<file path="src/rtl/fetch_stage.sv">
// ---------------------------------------------------------------------------
// fetch_stage
//   Instruction-fetch stage plus the IF/ID pipeline register.
//   Keeps the PC and fetches from instruction memory over a req/ready
//   handshake. Branches and JR jumps redirect the PC. A one-entry hold
//   buffer absorbs a fetch that completes while decode is stalled. A fetch
//   left in flight by a redirect is drained and its data is discarded.
//
// Ports
//   clk, rst_n                    clock, synchronous active-low reset
//   stall                         hold IF/ID and PC (hazard unit)
//   branch_taken, branch_target   taken branch and its destination
//   jump                          00 none, 01 JR reg value, 10 JR fwd value
//   jr_reg_value, jr_fwd_value    JR destinations (register file / forwarded)
//   imem_req, imem_addr           fetch request and word-aligned address
//   imem_ready, imem_rdata        completion strobe and fetched instruction
//   if_id_instr, if_id_pc_plus4,
//   if_id_valid                   IF/ID register toward decode
//   pc_out                        current PC register (debug)
// ---------------------------------------------------------------------------
module fetch_stage #(
    parameter logic [31:0] RESET_PC  = 32'h0000_0000,
    parameter logic [31:0] NOP_INSTR = 32'h0000_0000
) (
    input  logic        clk,
    input  logic        rst_n,
    input  logic        stall,
    input  logic        branch_taken,
    input  logic [31:0] branch_target,
    input  logic [1:0]  jump,
    input  logic [31:0] jr_reg_value,
    input  logic [31:0] jr_fwd_value,
    output logic        imem_req,
    output logic [31:0] imem_addr,
    input  logic        imem_ready,
    input  logic [31:0] imem_rdata,
    output logic [31:0] if_id_instr,
    output logic [31:0] if_id_pc_plus4,
    output logic        if_id_valid,
    output logic [31:0] pc_out
);

    localparam logic [1:0] ST_FETCH   = 2'd0;
    localparam logic [1:0] ST_HOLD    = 2'd1;
    localparam logic [1:0] ST_DISCARD = 2'd2;

    logic [1:0]  state_q,         state_d;
    logic [31:0] pc_q,            pc_d;
    logic [31:0] redirect_pc_q,   redirect_pc_d;
    logic [31:0] hold_instr_q,    hold_instr_d;
    logic [31:0] hold_pc4_q,      hold_pc4_d;
    logic [31:0] if_id_instr_q,   if_id_instr_d;
    logic [31:0] if_id_pc4_q,     if_id_pc4_d;
    logic        if_id_valid_q,   if_id_valid_d;

    logic        redirect;
    logic [31:0] target;
    logic [31:0] pc_plus4;

    // Jump outranks branch; the forwarded JR value outranks the RF value.
    always_comb begin
        redirect = (jump == 2'b01) || (jump == 2'b10) || branch_taken;
        if (jump == 2'b10)
            target = jr_fwd_value;
        else if (jump == 2'b01)
            target = jr_reg_value;
        else
            target = branch_target;
    end

    assign pc_plus4 = pc_q + 32'd4;

    always_comb begin
        state_d       = state_q;
        pc_d          = pc_q;
        redirect_pc_d = redirect_pc_q;
        hold_instr_d  = hold_instr_q;
        hold_pc4_d    = hold_pc4_q;
        if_id_instr_d = if_id_instr_q;
        if_id_pc4_d   = if_id_pc4_q;
        if_id_valid_d = if_id_valid_q;

        case (state_q)
            ST_FETCH: begin
                if (redirect) begin
                    if_id_instr_d = NOP_INSTR;
                    if_id_pc4_d   = 32'd0;
                    if_id_valid_d = 1'b0;
                    if (imem_ready) begin
                        pc_d = target;
                    end else begin
                        // Request still outstanding: it must finish at its
                        // old address before the new PC can be issued.
                        redirect_pc_d = target;
                        state_d       = ST_DISCARD;
                    end
                end else if (imem_ready) begin
                    if (stall) begin
                        hold_instr_d = imem_rdata;
                        hold_pc4_d   = pc_plus4;
                        state_d      = ST_HOLD;
                    end else begin
                        if_id_instr_d = imem_rdata;
                        if_id_pc4_d   = pc_plus4;
                        if_id_valid_d = 1'b1;
                        pc_d          = pc_plus4;
                    end
                end else if (!stall) begin
                    // Waiting on memory with decode free: feed a bubble.
                    if_id_instr_d = NOP_INSTR;
                    if_id_pc4_d   = 32'd0;
                    if_id_valid_d = 1'b0;
                end
            end

            ST_HOLD: begin
                if (redirect) begin
                    if_id_instr_d = NOP_INSTR;
                    if_id_pc4_d   = 32'd0;
                    if_id_valid_d = 1'b0;
                    pc_d          = target;
                    state_d       = ST_FETCH;
                end else if (!stall) begin
                    if_id_instr_d = hold_instr_q;
                    if_id_pc4_d   = hold_pc4_q;
                    if_id_valid_d = 1'b1;
                    pc_d          = hold_pc4_q;
                    state_d       = ST_FETCH;
                end
            end

            ST_DISCARD: begin
                if_id_instr_d = NOP_INSTR;
                if_id_pc4_d   = 32'd0;
                if_id_valid_d = 1'b0;
                if (redirect)
                    redirect_pc_d = target;
                if (imem_ready) begin
                    // Latest redirect wins, including one in this cycle.
                    pc_d    = redirect ? target : redirect_pc_q;
                    state_d = ST_FETCH;
                end
            end

            default: state_d = ST_FETCH;
        endcase
    end

    always_ff @(posedge clk) begin
        if (!rst_n) begin
            state_q       <= ST_FETCH;
            pc_q          <= RESET_PC;
            redirect_pc_q <= 32'd0;
            hold_instr_q  <= 32'd0;
            hold_pc4_q    <= 32'd0;
            if_id_instr_q <= NOP_INSTR;
            if_id_pc4_q   <= 32'd0;
            if_id_valid_q <= 1'b0;
        end else begin
            state_q       <= state_d;
            pc_q          <= pc_d;
            redirect_pc_q <= redirect_pc_d;
            hold_instr_q  <= hold_instr_d;
            hold_pc4_q    <= hold_pc4_d;
            if_id_instr_q <= if_id_instr_d;
            if_id_pc4_q   <= if_id_pc4_d;
            if_id_valid_q <= if_id_valid_d;
        end
    end

    // DISCARD keeps requesting at the unchanged PC, so the address stays
    // stable until the abandoned fetch is acknowledged.
    assign imem_req       = rst_n && (state_q != ST_HOLD);
    assign imem_addr      = {pc_q[31:2], 2'b00};
    assign if_id_instr    = if_id_instr_q;
    assign if_id_pc_plus4 = if_id_pc4_q;
    assign if_id_valid    = if_id_valid_q;
    assign pc_out         = pc_q;

endmodule

</file>
<file path="config.mk">
export PLATFORM = sky130hd
export DESIGN_NAME = fetch_stage
export DESIGN_NICKNAME = d
export VERILOG_FILES = /design/src/rtl/fetch_stage.sv
export SDC_FILE = /design/constraint.sdc
export NUM_CORES = 1
export LEC_CHECK = 0
export ABC_AREA = 0
export ABC_CLOCK_PERIOD_IN_PS = 2840
export CELL_PAD_IN_SITES_DETAIL_PLACEMENT = 1
export CELL_PAD_IN_SITES_GLOBAL_PLACEMENT = 2
export CORE_MARGIN = 2
export CORE_UTILIZATION = 36
export DETAILED_ROUTE_END_ITERATION = 16
export DONT_BUFFER_PORTS = 1
export GPL_ROUTABILITY_DRIVEN = 0
export GPL_TIMING_DRIVEN = 1
export PLACE_DENSITY_LB_ADDON = 0.05
export REMOVE_ABC_BUFFERS = 1
export SLEW_MARGIN = 5
export SYNTH_ARGS = -nofsm -noshare
export SYNTH_HDL_FRONTEND = slang
export SYNTH_SLANG_ARGS = --single-unit
</file>
<file path="constraint.sdc">
create_clock -name clk -period 2.84 [get_ports clk]
set_input_delay 0.284 -clock clk [delete_from_list [all_inputs] [get_ports clk]]
set_output_delay 0.284 -clock clk [all_outputs]
set_load 0.02 [all_outputs]
</file>
==> results.cfg, run 1 <==
[outcome]
status = completed

[clock_network]
cts_setup_buffers = 0
cts_tree = built
clk_pin_slew_worst_paths_ns = 0.08
cts.htree.levels = 4
clk_latency_ns = 0.45
cts_buffers = 17
clkSinkCount = 195
root_buffer = clkbuf_16
clock_path_buffers = 2

[worst_hold_path]
hold_class = input port to flop

[timing]
slew_headroom_pct = 53.5
worst_pin_slew_ns = 0.698
fmax_ghz = 0.398
slew_violations = 0
rsz0062_at_grt = false
hold_viol = 0
finalSetupViolations = 0
fin_crit_ns = 2.51
fin_crit_sh_pct = 88.5
clock_skew_ns = 0.0237

[grt]
grt_util_all_layers_pct = 26.3
grt_max_degree = 51
grt_pass1_wl_mm = 58.4
overflow = 0
antenna_found_initial = 0
grt_pass1_vias = 9737

[final_layout]
drive_above_1_share_pct = 11.8
final_util_pct = 42.5
nets = 1410
stdcell_count = 1653
diodes = 0
layout-area-overhead-vs-synth_pct = 15.5
fillCellCount = 3246

[critical_path]
ff2ff_path_depth = 7
cp.required_ns = 3.18
cp-start-kind = flop
path_class = flop to flop
worstReg2RegEnd = pc_out[29]
critPathMaxFanout = 10
critical_path.endpoint = pc_out[29]
timing.critical_path.from = state_q[1]
r2r_slack_ns = 0.33
r2r_start = state_q[1]
cp-end-kind = flop
critPathArrivalTime_ns = 2.86

[power_and_ir_drop]
powerDensity_mw_per_mm2 = 618
p_int_mw = 4.64
seq_power_share_pct = 43.8
clock_power_share_pct = 36.0
peakVddDrop_v = 0.000305
combPwrFrac_pct = 20.1
p_sw_share_pct = 34.8
p_leak_nw = 4.03
power_switching_mw = 2.48

[floorplanning]
num_io_pins = 265
dieArea_mm2 = 0.0291
die_x_um = 170
core-area_mm2 = 0.0271
initial_core_util_pct = 36.8
rows = 60
dieHeight_um = 170

[drt]
viasPerCell = 5.78
drt_iter0_markers = 623
drtAntennaViolNets = 0
dr.pass1.iters = 5
drc = 0
routedWlPerCell_um = 23.0
routed_wl_mm = 38.1
vias = 9552

[placement]
placed_cells = 1584
port_buffers = 0
place_hpwl_mm = 25.5

[yosys]
ys_seq_elements = 195
syn_area_mm2 = 0.00998
postSynthCellCount = 1273
synth_edf_count = 0
synthFlopType = dfxtp_1
async_reset_ff_share_pct = 0
synth.distinct_cells = 73
syn_avg_cell_area_um2 = 7.84
yosysSeqAreaShare_pct = 39.1
yosysWarningCount = 0

[run]
maxCapViolCount = 0
-- sequential cells by signal (all words and copies together) (netlist names) --
signal and count:
hold_instr_q 32, if_id_pc_plus4 32, hold_pc4_q 32, state_q 2, pc_out 32, if_id_valid 1, redirect_pc_q 32, if_id_instr 32
-- layer usage --
metal	GRT usage [%]	up-vias	wire [µm]	part of all wire [%]
met5	0	-	0	0
met4	6.99	0	695	1.8
li1	-	4565	-	-
met1	34.2	4659	16900	44
met3	5.35	45	2480	6.5
met2	44.2	283	18000	47
-- kinds of logic after synthesis --
| kind of cell | share of synthesized area (%) |
|---|---|
| mux | 4.43 |
| other cells | 0.0376 |
| flops | 39.1 |
| fa+ha+maj | 0.878 |
| buf+inv | 7.34 |
| xor+xnor | 1.93 |
| compound gates | 26.4 |
| simple gates | 19.8 |
-- worst max-delay path, stage by stage, from the launching register on --
cell	delay, ns
dfxtp_1	0.45
inv_1	0.15
ha_1	0.37
and2_0	0.43
a221oi_1	0.44
nand2_1	0.10
o21a_1	0.20
o221a_2	0.26
-- Yosys cell counts (6+ instances only) --
cell type	instances	share of area, %
a211oi_1	15	1.1
a21boi_0	6	0.45
a21oi_1	127	6.4
a221oi_1	45	4.0
a222oi_1	9	0.90
a22oi_1	6	0.45
a31oi_1	11	0.69
a32oi_1	6	0.53
and2_1	8	0.50
buf_4	34	2.6
clkbuf_1	98	3.7
dfxtp_1	195	39
ha_1	7	0.88
inv_1	13	0.49
mux2_2	9	1.0
mux2i_1	34	3.4
nand2_1	194	7.3
nand2b_1	10	0.63
nand3_1	24	1.2
nand4_1	13	0.82
nor2_1	90	3.4
nor3_1	59	3.0
nor4_1	6	0.38
o21a_1	17	1.3
o21ai_0	113	5.7
o221ai_1	8	0.70
xnor2_1	11	0.97
xor2_1	11	0.97
-- stage by stage --
step	setup TNS, ns	hold slack (ns)	instance area, µm²	power (mW)	worst slack (ns)
after floorplan	-140.96	0.375	9300	4.00	-1.38
after global placement	0	0.381	10500	4.54	0.358
after detailed placement	0	0.390	10500	4.56	0.326
after CTS	0	0.00508	11500	7.21	0.320
after global routing	0	0.0291	11500	7.45	0.0673
final	0	0.0331	11500	7.12	0.327
-- layout make-up --
cell class / instances / area (µm²) / share of cell area [%]
Clock buffer: 18 / 439 / 3.81
Clock inverter: 14 / 174 / 1.51
Inverter: 14 / 55.1 / 0.478
Multi-Input combinational cell: 923 / 5410 / 47.0
Sequential cell: 195 / 3900 / 33.9
Tap cell: 372 / 465 / 4.04
Timing Repair Buffer: 117 / 1080 / 9.33
-- cell usage in the layout (no fill, tap or decap), drive strengths merged, types with 6 or more instances in the layout --
cell	netlist	layout
a32oi	6	6
mux2	9	9
nor4	8	8
nand3	24	24
nand4	14	14
nand2	194	194
inv	14	22
a31oi	11	11
ha	7	7
o221ai	8	8
dfxtp	195	195
a21boi	7	7
clkbuf	98	18
xor2	11	11
a21oi	128	128
or3	6	6
and2	10	10
mux2i	34	34
buf	44	81
o21a	17	17
o21ai	115	115
nand2b	10	10
a22oi	6	6
a222oi	9	9
a211oi	15	15
xnor2	11	11
a221oi	45	45
nor2	90	90
nor3	61	61
dlygate4sd3	0	36
-- power by group through the flow --
stage / registers [mW] / logic [mW] / clock network, mW
after floorplan: 3.30 / 0.706 / 0
after global placement: 3.18 / 1.35 / 0
after detailed placement: 3.18 / 1.37 / 0
after CTS: 3.12 / 1.44 / 2.64
after global routing: 3.15 / 1.57 / 2.73
final: 3.12 / 1.43 / 2.57
-- worst min-delay path by stage --
stage	startpoint	to	slack, ns	cells after the start
detailed placement	imem_ready	state_q[1]	0.39	1
global route	rst_n	if_id_pc_plus4[26]	0.03	2
global placement	imem_ready	state_q[1]	0.38	1
floorplan	imem_ready	state_q[1]	0.38	1
finish	rst_n	if_id_pc_plus4[26]	0.03	2
CTS	rst_n	if_id_pc_plus4[26]	0.005	2
-- repair_timing --
item	in CTS	in global routing
hold endpoints to repair	83	0
resized for setup	0	0
hold buffers	37	0
(Power assumes the default switching activity.)
==> inputs of run 2 (changes only) <==
--- a/config.mk
+++ b/config.mk
@@ -6,7 +6,6 @@
 export NUM_CORES = 1
 export LEC_CHECK = 0
 export ABC_AREA = 0
-export ABC_CLOCK_PERIOD_IN_PS = 2840
 export CELL_PAD_IN_SITES_DETAIL_PLACEMENT = 1
 export CELL_PAD_IN_SITES_GLOBAL_PLACEMENT = 2
 export CORE_MARGIN = 2
==> results of run 2 <==
The final DEF is identical to that of run 1; final timing and power are the same.
